## src/rtl/inject_arbiter.sv

```systemverilog
`default_nettype none
//----------------------------------------------------------------------------
// +--------------------------------------------------------------------------+
// | Module      : inject_arbiter                                             |
// | Description : Stream-locking round-robin arbiter that merges N_REQ        |
// |               flit injectors onto one NoC injection port. A grant is     |
// |               held for as long as the owner keeps its tx_i asserted,     |
// |               so a multi-flit transfer is never interleaved with         |
// |               another requester's flits.                                 |
// | Revision    : 1.0 - initial release                                      |
// +--------------------------------------------------------------------------+
//
// Ports
//   clk_i       in   1                 clock, rising edge
//   rst_ni      in   1                 asynchronous active-low reset
//   tx_i        in   N_REQ             per-requester flit valid / stream hold
//   data_i      in   N_REQ*FLIT_SIZE   per-requester flit, r at [r*FLIT_SIZE +: FLIT_SIZE]
//   credit_o    out  N_REQ             per-requester credit return
//   eoa_i       in   N_REQ             per-requester end-of-applications
//   tx_o        out  1                 flit valid toward the NoC
//   credit_i    in   1                 credit from the NoC
//   data_o      out  FLIT_SIZE         granted flit
//   eoa_o       out  1                 all requesters finished (registered)
//   busy_o      out  1                 a grant is held
//   owner_o     out  clog2(N_REQ)      current owner (BUSY) / last owner (IDLE)
//   flit_cnt_o  out  32                flits transferred under the current grant
//----------------------------------------------------------------------------
module inject_arbiter #(
    parameter int FLIT_SIZE = 32,
    parameter int N_REQ     = 2
) (
    input  logic                         clk_i,
    input  logic                         rst_ni,
    input  logic [N_REQ-1:0]             tx_i,
    input  logic [N_REQ*FLIT_SIZE-1:0]   data_i,
    output logic [N_REQ-1:0]             credit_o,
    input  logic [N_REQ-1:0]             eoa_i,
    output logic                         tx_o,
    input  logic                         credit_i,
    output logic [FLIT_SIZE-1:0]         data_o,
    output logic                         eoa_o,
    output logic                         busy_o,
    output logic [$clog2(N_REQ)-1:0]     owner_o,
    output logic [31:0]                  flit_cnt_o
);

    localparam int OW = $clog2(N_REQ);

    typedef enum logic [0:0] {
        IDLE = 1'b0,
        BUSY = 1'b1
    } state_t;

    state_t          state_q, state_d;
    logic [OW-1:0]   owner_q, owner_d;
    logic [OW-1:0]   last_owner_q, last_owner_d;
    logic [31:0]     flit_cnt_q, flit_cnt_d;
    logic            eoa_q, eoa_d;

    logic [OW-1:0]   rr_winner;
    logic            owner_tx;
    logic [FLIT_SIZE-1:0] owner_data;

    // Round-robin pick: the first requesting index found when walking up
    // from last+1 with wrap-around. Only consulted when some tx_i is set,
    // so the fallback value is never used for a grant.
    function automatic logic [OW-1:0] rr_pick(
        input logic [N_REQ-1:0] req,
        input logic [OW-1:0]    last
    );
        logic [OW-1:0] pick;
        logic [OW-1:0] cand;
        logic          found;
        pick  = last;
        found = 1'b0;
        for (int i = 1; i <= N_REQ; i++) begin
            cand = OW'((int'(last) + i) % N_REQ);
            if (!found && req[cand]) begin
                pick  = cand;
                found = 1'b1;
            end
        end
        return pick;
    endfunction

    assign rr_winner = rr_pick(tx_i, last_owner_q);

    // Owner-side selection of the stream-hold bit and the flit.
    always_comb begin
        owner_tx   = 1'b0;
        owner_data = '0;
        for (int r = 0; r < N_REQ; r++) begin
            if (owner_q == OW'(r)) begin
                owner_tx   = tx_i[r];
                owner_data = data_i[r*FLIT_SIZE +: FLIT_SIZE];
            end
        end
    end

    //------------------------------------------------------------------
    // State register
    //------------------------------------------------------------------
    always_ff @(posedge clk_i or negedge rst_ni) begin
        if (!rst_ni) begin
            state_q      <= IDLE;
            owner_q      <= '0;
            // Starting from the top index makes requester 0 win the first
            // arbitration after reset.
            last_owner_q <= OW'(N_REQ - 1);
            flit_cnt_q   <= '0;
            eoa_q        <= 1'b0;
        end else begin
            state_q      <= state_d;
            owner_q      <= owner_d;
            last_owner_q <= last_owner_d;
            flit_cnt_q   <= flit_cnt_d;
            eoa_q        <= eoa_d;
        end
    end

    //------------------------------------------------------------------
    // Next-state and output logic
    //------------------------------------------------------------------
    always_comb begin
        state_d      = state_q;
        owner_d      = owner_q;
        last_owner_d = last_owner_q;
        flit_cnt_d   = flit_cnt_q;
        tx_o         = 1'b0;
        credit_o     = '0;
        data_o       = '0;

        case (state_q)
            IDLE: begin
                // Arbitration cycle: nothing is forwarded here, which
                // costs one bubble per grant but keeps the mux registered.
                if (|tx_i) begin
                    owner_d    = rr_winner;
                    flit_cnt_d = '0;
                    state_d    = BUSY;
                end
            end
            BUSY: begin
                tx_o              = owner_tx;
                data_o            = owner_data;
                credit_o[owner_q] = credit_i;
                if (owner_tx) begin
                    // Stream lock: other requesters are ignored while the
                    // owner holds tx. A missing credit simply stalls.
                    if (credit_i) begin
                        flit_cnt_d = flit_cnt_q + 32'd1;
                    end
                end else begin
                    // Release without re-arbitrating on the same edge.
                    state_d      = IDLE;
                    last_owner_d = owner_q;
                end
            end
            default: begin
                state_d = IDLE;
            end
        endcase
    end

    // End-of-applications is only declared from a quiet IDLE state.
    assign eoa_d = (state_q == IDLE) && (&eoa_i) && !(|tx_i);

    assign eoa_o      = eoa_q;
    assign busy_o     = (state_q == BUSY);
    assign owner_o    = (state_q == BUSY) ? owner_q : last_owner_q;
    assign flit_cnt_o = flit_cnt_q;

endmodule
`default_nettype wire

```

## config.mk

```make
export PLATFORM = sky130hd
export DESIGN_NAME = inject_arbiter
export DESIGN_NICKNAME = d
export VERILOG_FILES = /design/src/rtl/inject_arbiter.sv
export SDC_FILE = /design/constraint.sdc
export NUM_CORES = 1
export LEC_CHECK = 0
export CORE_MARGIN = 4
export CORE_UTILIZATION = 40
export CTS_CLUSTER_SIZE = 25
export DETAILED_ROUTE_END_ITERATION = 10
export PLACE_DENSITY = 0.82
export REMOVE_ABC_BUFFERS = 1
export SLEW_MARGIN = 20
export SYNTH_ARGS = -nofsm -noshare
export SYNTH_HDL_FRONTEND = slang
export SYNTH_SLANG_ARGS = --single-unit
```

## constraint.sdc

```tcl
create_clock -name clk_i -period 2 [get_ports clk_i]
set_input_delay 0.3 -clock clk_i [delete_from_list [all_inputs] [get_ports clk_i]]
set_output_delay 0.3 -clock clk_i [all_outputs]
set_load 0.01 [all_outputs]
```

==> results of run 1 <==
[power breakdown]
group / total (uW) / switching [uW] / internal, uW
Sequential: 839 / 60.2 / 778
Combinational: 1630 / 776 / 856
Clock: 641 / 271 / 370
Total: 3110 / 1110 / 2000
[flip-flops by register name, indices dropped and copies added, names as in the netlist]
| signal | flops |
|---|---|
| flit_cnt_o | 32 |
| busy_o | 1 |
| eoa_o | 1 |
| last_owner_q | 1 |
| owner_q | 1 |
[per-layer routing]
layer	GRT usage	wire (um)	vias to the layer above
met5	0	0	-
met4	0.08654	256	0
met3	0.07821	781	19
met2	0.4103	4516	129
met1	0.2373	3224	1358
li1	-	-	1417
[logic make-up after synthesis]
group / after synthesis / synth area share
AO/OA/AOI/OAI: 45 / 0.1080
XOR/XNOR: 3 / 0.01008
adder cells (fa/ha/maj): 1 / 0.004798
buffers and inverters: 32 / 0.06237
flip-flops: 36 / 0.3460
multiplexers: 46 / 0.1790
AND/OR/NAND/NOR: 141 / 0.2898
[critical path, stage by stage (launching register included)]
cell           delay (ns)
dfrtp_2              0.47
buf_12               0.18
buf_4                0.14
mux2i_1              0.11
nor2_1               0.12
dlygate4sd2_1        0.31
[cell usage in the layout (no fill, tap or decap), types with 9 or more instances in the layout]
master and n:
dfrtp_1 34, clkdlybuf4s50_1 106, dlygate4sd2_1 32, nand4_1 17
nor2_1 41, a21oi_1 17, buf_4 28, mux2i_1 44
or4_1 13, or2_2 11, o31ai_1 13, nand2_1 24
nor4_1 9
[what timing repair did]
item | CTS | global route
resized for setup | 32 | 3
setup buffers | 4 | 2
setup endpoints to repair | 31 | 10
[worst max path at each step]
| stage | end | cells past startpoint | from | slack, ns |
|---|---|---|---|---|
| finish | data_o[3] | 5 | owner_q$_DFFE_PN0P_ | 0.07 |
| detailed placement | flit_cnt_o[18]$_DFFE_PN0P_ | 6 | tx_i[0] | -0.04 |
| CTS | data_o[18] | 4 | owner_q$_DFFE_PN0P_ | -0.08 |
| global route | data_o[25] | 5 | owner_q$_DFFE_PN0P_ | 0.01 |
| global placement | flit_cnt_o[10]$_DFFE_PN0P_ | 6 | tx_i[0] | 0.02 |
| floorplan | flit_cnt_o[14]$_DFFE_PN0P_ | 4 | owner_q$_DFFE_PN0P_ | -1.54 |
[per-stage QoR]
stage	power [uW]	util	setup slack [ns]
6_report	3111	0.6794	0.07296
5_1_grt	3283	0.6794	0.01131
4_1_cts	3122	0.6749	-0.07692
3_5_place_dp	2558	0.6595	-0.04267
3_3_place_gp	2527	0.6595	0.01748
2_1_floorplan	1630	-	-1.541
[cell type report]
cell class | count | area share
Clock buffer | 6 | 0.01682
Clock inverter | 2 | 0.008121
Inverter | 4 | 0.003480
Multi-Input combinational cell | 236 | 0.3605
Sequential cell | 36 | 0.2094
Tap cell | 77 | 0.02233
Timing Repair Buffer | 171 | 0.3794
==> flow_metrics.py, run 1 <==
metrics = {
    "timing": {
        "finalHoldViolations": 0,
        "slew_viol_final": 0,
        "rsz0062_at_grt": "false",
        "relSlewSlack": 0.6886,
        "fmax_ghz": 0.5189,
        "post-route-min-period_ns": 1.927,
        "finClkSkew_ns": 0.008847,
        "finalSetupTns_ns": 0,
        "whs_ns": 0.4248,
        "period_share": 0.9635,
        "tightest_slew_ns": 0.4671,
        "setup_viol": 0,
    },
    "critical_path": {
        "cp-end-kind": "output pin",
        "r2r_end": "flit_cnt_o[18]$_DFFE_PN0P_",
        "path_class": "flop to output pin",
        "r2r_cells": 6,
        "crit_fanout": 14,
        "cp.required_ns": 1.70,
        "rrSetupSlack_ns": 0.16,
        "crit_path_start_kind": "flop",
        "worstReg2RegStart": "owner_q$_DFFE_PN0P_",
        "cp.arrival_ns": 1.63,
    },
    "global_routing": {
        "grt_overflow": 0,
        "antenna_found_initial": 0,
        "first_global_vias": 2948,
        "grt_start_max_net_pins": 38,
        "grt_pass1_wl_um": 13910,
        "track_usage": 0.2256,
    },
    "drt": {
        "first_iter_violations": 103,
        "ant_nets": 0,
        "drt_drc_violations_left": 0,
        "drtPass1Iterations": 4,
        "totalWireLength_um": 8779,
        "vias_per_cell": 5.494,
        "vias": 2923,
        "routedWlPerCell_um": 16.50,
    },
    "yosys": {
        "ys.flop_type": "dfrtp_1",
        "post-synth-top-count-cell": "mux2i_1",
        "yosysSeqAreaShare": 0.3460,
        "yosys_register_bits": 36,
        "ys.warnings.count": 0,
        "yosysTopAreaCell": "dfrtp_1",
        "ys_types": 39,
        "async_reset_ff_frac": 1.000,
        "synth_top_area_share": 0.3359,
        "ys_top_cells_by_area": "dfrtp_1 (34%), mux2i_1 (17%), nor2_1 (5.9%), nand4_1 (4.1%), o31ai_1 (3.7%)",
        "synth_area_mm2": 0.002608,
        "syn_inst": 304,
        "avgSynthCellArea_um2": 8.577,
        "synth_common_cells": "mux2i_1 (44), nor2_1 (41), dfrtp_1 (35)",
        "synth-edff-count": 0,
    },
    "floorplanning": {
        "rows": 29,
        "die_w_um": 88.74,
        "die_h_um": 88.74,
        "core_area_mm2": 0.006350,
        "die_area_mm2": 0.007875,
        "start_util": 0.4106,
        "ios": 141,
    },
    "outcome": {
        "status": "finished clean",
    },
    "clocking": {
        "hold_buffers": 0,
        "htree_levels": 2,
        "clkLatencyLatePin_ns": 0.30,
        "cts.path.max_buffers": 2,
        "clk_pin_slew_ns": 0.08,
        "numClockSinks": 36,
        "cts_buffers": 5,
        "root_buffer": "clkbuf_8",
        "tritoncts": "built",
    },
    "placed_design": {
        "hpwl_um": 6931,
        "globalplace.congestion": 0.8337,
        "placedInstanceArea_mm2": 0.004188,
        "io_buffers": 140,
        "dp.cells": 518,
    },
    "final_layout": {
        "drive_gt1_frac": 0.1297,
        "regArea_um2": 903.4,
        "antenna_cells": 0,
        "multiInputGateArea_mm2": 0.001555,
        "nFillCells": 502,
        "fin_area_mm2": 0.004314,
        "fin_nets": 526,
        "final_cells": 532,
        "area_delta_synth_final_pct": 65.45,
    },
    "power_and_ir_drop": {
        "peakVddDrop_mv": 0.4528,
        "power.leakage_uw": 0.001905,
        "p_per_area_mw_per_mm2": 721.1,
    },
    "flow_run": {
        "max_cap_violations": 0,
    },
    "worst_hold_path": {
        "hp-class": "input pin to async pin",
    },
}
Power figures use the tool's default switching activity.
==> run 2, diff against run 1 <==
- REMOVE_ABC_BUFFERS: 1 -> default
==> flow_metrics.py, run 2 (synthesized netlist as in run 1, its figures left out) <==
metrics = {
    "final_layout": {
        "most-common-layout-cells": "clkdlybuf4s50_1 (107), mux2i_1 (44), nor2_1 (41)",
        "fin_nets": 520,
        "fin_util": 0.6747,
        "largest_register_ffs": 32,
        "final_common_cell": "clkdlybuf4s50_1",
        "fin_area_mm2": 0.004284,
        "area_delta_synth_final_pct": 64.30,
        "antenna_cells": 0,
        "drive_gt1_frac": 0.1203,
    },
    "critical_path": {
        "r2r_cells": 4,
        "cp_slowest_cell": "clkdlybuf4s50_1",
        "rrSetupSlack_ns": 0.06,
        "r2r_end": "flit_cnt_o[21]$_DFFE_PN0P_",
        "crit_fanout": 5,
        "worstPathCellList": "buf_4, mux2_2, clkdlybuf4s50_1",
        "cp.required_ns": 1.70,
        "path_class": "flop to output pin",
        "cp-end-kind": "output pin",
        "worst_path_largest_cell_delay_ns": 0.49,
        "crit_path_start_kind": "flop",
        "cp.arrival_ns": 1.64,
        "worstReg2RegStart": "flit_cnt_o[3]$_DFFE_PN0P_",
    },
    "floorplanning": {
        "die_w_um": 88.74,
        "start_util": 0.4106,
        "ios": 141,
        "die_h_um": 88.74,
        "core_area_mm2": 0.006350,
        "die_area_mm2": 0.007875,
        "rows": 29,
    },
    "timing": {
        "finClkSkew_ns": 0.008352,
        "rsz0062_at_grt": "true",
        "post-route-min-period_ns": 1.941,
        "tightest_slew_ns": 0.4558,
        "fmax_ghz": 0.5151,
        "relSlewSlack": 0.6961,
        "whs_ns": 0.4205,
        "setup_viol": 0,
        "period_share": 0.9707,
        "slew_viol_final": 0,
        "finalHoldViolations": 0,
    },
    "global_routing": {
        "grt_pass1_wl_um": 13650,
        "first_global_vias": 2811,
        "grt_start_max_net_pins": 41,
        "antenna_found_initial": 0,
        "grt_overflow": 0,
        "track_usage": 0.2223,
    },
    "clocking": {
        "clk_pin_slew_ns": 0.08,
        "htree_levels": 2,
        "tritoncts": "built",
        "root_buffer": "clkbuf_8",
        "hold_buffers": 0,
        "cts_buffers": 5,
        "clkLatencyLatePin_ns": 0.29,
        "numClockSinks": 36,
        "cts.path.max_buffers": 2,
    },
    "drt": {
        "totalWireLength_um": 8839,
        "vias": 2902,
        "drt_drc_violations_left": 0,
        "met1_length_um": 3061,
        "routedWlPerCell_um": 16.80,
        "topRoutingLayerUsed": "met4",
        "first_iter_violations": 239,
        "vias_per_cell": 5.517,
        "ant_nets": 0,
        "drtPass1Iterations": 4,
        "wl_met3_um": 719,
        "wl_met2_um": 4788,
    },
    "power_and_ir_drop": {
        "power.leakage_uw": 0.001952,
        "peakVddDrop_mv": 0.4368,
        "p_per_area_mw_per_mm2": 697.7,
    },
    "outcome": {
        "status": "finished clean",
    },
    "worst_hold_path": {
        "hp-class": "input pin to async pin",
    },
    "yosys": {
        "syn-num-nets": 376,
    },
    "placed_design": {
        "io_buffers": 140,
        "hpwl_um": 6931,
        "placedInstanceArea_mm2": 0.004178,
        "globalplace.congestion": 0.8616,
    },
    "flow_run": {
        "max_cap_violations": 0,
    },
}
==> run 2: cell types whose count changed in the layout (fill, tap and decap cells not counted), sizes merged, moves of 2 or more <==
cell / change
clkinv: +2
dlymetal6s2s: +8
buf: -6
dlygate4sd2: -9
==> run 2: routing by layer <==
| metal | vias up | global-route usage |
|---|---|---|
| li1 | 1405 | - |
| met1 | 1359 | 0.2373 |
| met2 | 125 | 0.4089 |
| met3 | 13 | 0.06238 |
| met4 | 0 | 0.08929 |
| met5 | - | 0 |
==> run 2: worst max-delay path by stage <==
| stage | start | cells past startpoint | end | slack, ns |
|---|---|---|---|---|
| 2_1_floorplan | flit_cnt_o[0]$_DFFE_PN0P_ | 6 | flit_cnt_o[24]$_DFFE_PN0P_ | 0.25 |
| 6_report | owner_q$_DFFE_PN0P_ | 3 | owner_o | 0.06 |
| 4_1_cts | owner_q$_DFFE_PN0P_ | 4 | data_o[3] | 0.001 |
| 3_3_place_gp | tx_i[0] | 6 | flit_cnt_o[18]$_DFFE_PN0P_ | -0.01 |
| 3_5_place_dp | tx_i[1] | 6 | flit_cnt_o[21]$_DFFE_PN0P_ | -0.11 |
| 5_1_grt | flit_cnt_o[4]$_DFFE_PN0P_ | 4 | flit_cnt_o[21]$_DFFE_PN0P_ | -0.08 |
==> run 2: area by class of cell <==
| class | count | area [um2] |
|---|---|---|
| fillers | 503 | 2066 |
| inverters | 4 | 15.01 |
| clock inverters | 3 | 18.77 |
| clock buffers | 5 | 68.82 |
| multi-input cells | 236 | 1546 |
| flip-flops and latches | 36 | 903.4 |
| repair buffers | 165 | 1635 |
| well taps | 77 | 96.34 |
==> run 2: through the flow <==
step	setup TNS (ns)	setup slack, ns	total power [uW]	std cells
CTS	0	0.001333	3033	526
floorplan	0	0.2459	1681	304
global route	-0.4182	-0.07530	3154	526
detailed placement	-0.7266	-0.1069	2568	515
global placement	-0.1192	-0.01489	2547	515
finish	0	0.05860	2989	526
==> run 2: worst max-delay path, delay by kind of cell (launching register included) <==
| family | cells | cell delay [ns] |
|---|---|---|
| DFF | 1 | 0.45 |
| muxes | 1 | 0.25 |
| buffers and inverters | 2 | 0.65 |
==> run 2: power breakdown <==
group | internal (uW) | switching [uW]
sequential | 778 | 59.1
clock | 243 | 271
combinational | 858 | 780
total | 1880 | 1110
==> run 2: repair_timing <==
| action | in CTS | in global routing |
|---|---|---|
| endpoints found under the setup margin | 32 | 20 |
| resized for setup | 23 | 10 |
| cloned | 0 | 0 |
| buffers inserted | 3 | 0 |
==> variant (settings of run 1) <==
Register the output `flit_cnt_o` once more, without a reset; this adds one clock of latency there. The other outputs are not delayed to match.
--- a/src/rtl/inject_arbiter.sv
+++ b/src/rtl/inject_arbiter.sv
@@ -168,7 +168,9 @@
     assign eoa_o      = eoa_q;
     assign busy_o     = (state_q == BUSY);
     assign owner_o    = (state_q == BUSY) ? owner_q : last_owner_q;
-    assign flit_cnt_o = flit_cnt_q;
+    always_ff @(posedge clk_i) begin
+        flit_cnt_o <= flit_cnt_q;
+    end
 
 endmodule
 `default_nettype wire
Behaviour: not the same (a bounded check fails within 4 cycles, from zero or initial values and one cycle with rst_ni low).
==> variant against run 1 <==
Total power grew 30%; largest power group unchanged; via count is 7.0% higher; die area grew 22%; area after synthesis is 25% higher; sequential cell count up 32; design area up 15%; wire length rose by 6.4%; critical endpoint is now credit_o[1]; setup slack got worse by 0.018 ns.
==> variant: results (changes against run 1) <==
run_status: "finished clean"  # unchanged
design.final.nets: 551  # was 526
cell_count_after_placement: 567  # was 518
synth.area.top_cells: "sky130_fd_sc_hd__dfrtp_1 27%, sky130_fd_sc_hd__dfxtp_1 20%, sky130_fd_sc_hd__mux2i_1 14%"  # was sky130_fd_sc_hd__dfrtp_1 34%, sky130_fd_sc_hd__mux2i_1 17%, sky130_fd_sc_hd__nor2_1 5.9%
wl_met2_um: 5040  # was 4520 µm
numCtsBuffers: 9  # was 5
postRouteWirelength_um: 9340  # was 8780 µm
drive_gt1_frac: 0.116  # was 0.130
placement.cell_area_um2: 4790  # was 4190 µm²
synth.yosys.seq_area_share: 0.475  # was 0.346
drt_first_pass_iters: 6  # was 4
tap_cells: 102  # was 77
dpl.hpwl_um: 7050  # was 6930 µm
whs_ns: 0.382  # was 0.425 ns
post_synth_most_frequent_cells: "44 x sky130_fd_sc_hd__mux2i_1, 41 x sky130_fd_sc_hd__nor2_1, 35 x sky130_fd_sc_hd__dfrtp_1"  # unchanged
dr.first_iter.drc_count: 172  # was 103
worst_pin_slew_ns: 0.468  # was 0.467 ns
vdd.ir_drop.worst_mv: 0.438  # was 0.453 mV
maximum_number_of_pins_on_one_net_before_global_route_repair: 37  # was 38
fin_skew_ns: 0.00792  # was 0.00885 ns
gr-usage-met1: 0.205  # was 0.237
seqPwrFrac: 0.372  # was 0.270
critical_path_capture_point: "credit_o[1]"  # was data_o[3]
buf_share: 0.316  # was 0.379
grt_pass1_wl_um: 15300  # was 13900 µm
grt_pass1_vias: 3163  # was 2948
share_of_the_final_layout_cell_area_in_multi_input_gates: 0.314  # was 0.360
==> variant: changes by cell type in the layout (fill, tap and decap cells not counted), moves of 2 or more <==
cell / before / now
sky130_fd_sc_hd__clkinv_2: 1 / 3
sky130_fd_sc_hd__dfxtp_1: 0 / 32
sky130_fd_sc_hd__clkbuf_8: 5 / 9
sky130_fd_sc_hd__buf_4: 28 / 15
sky130_fd_sc_hd__clkbuf_1: 1 / 4
sky130_fd_sc_hd__clkdlybuf4s50_1: 106 / 104
sky130_fd_sc_hd__dlygate4sd2_1: 32 / 34
==> variant: kinds of logic after synthesis <==
family	Yosys count	share of synthesized area
AO/OA/AOI/OAI	45	0.0867
XOR/XNOR	3	0.00809
adder cells (fa/ha/maj)	1	0.00385
buffers and inverters	32	0.0501
flip-flops	68	0.475
multiplexers	46	0.144
AND/OR/NAND/NOR	141	0.233
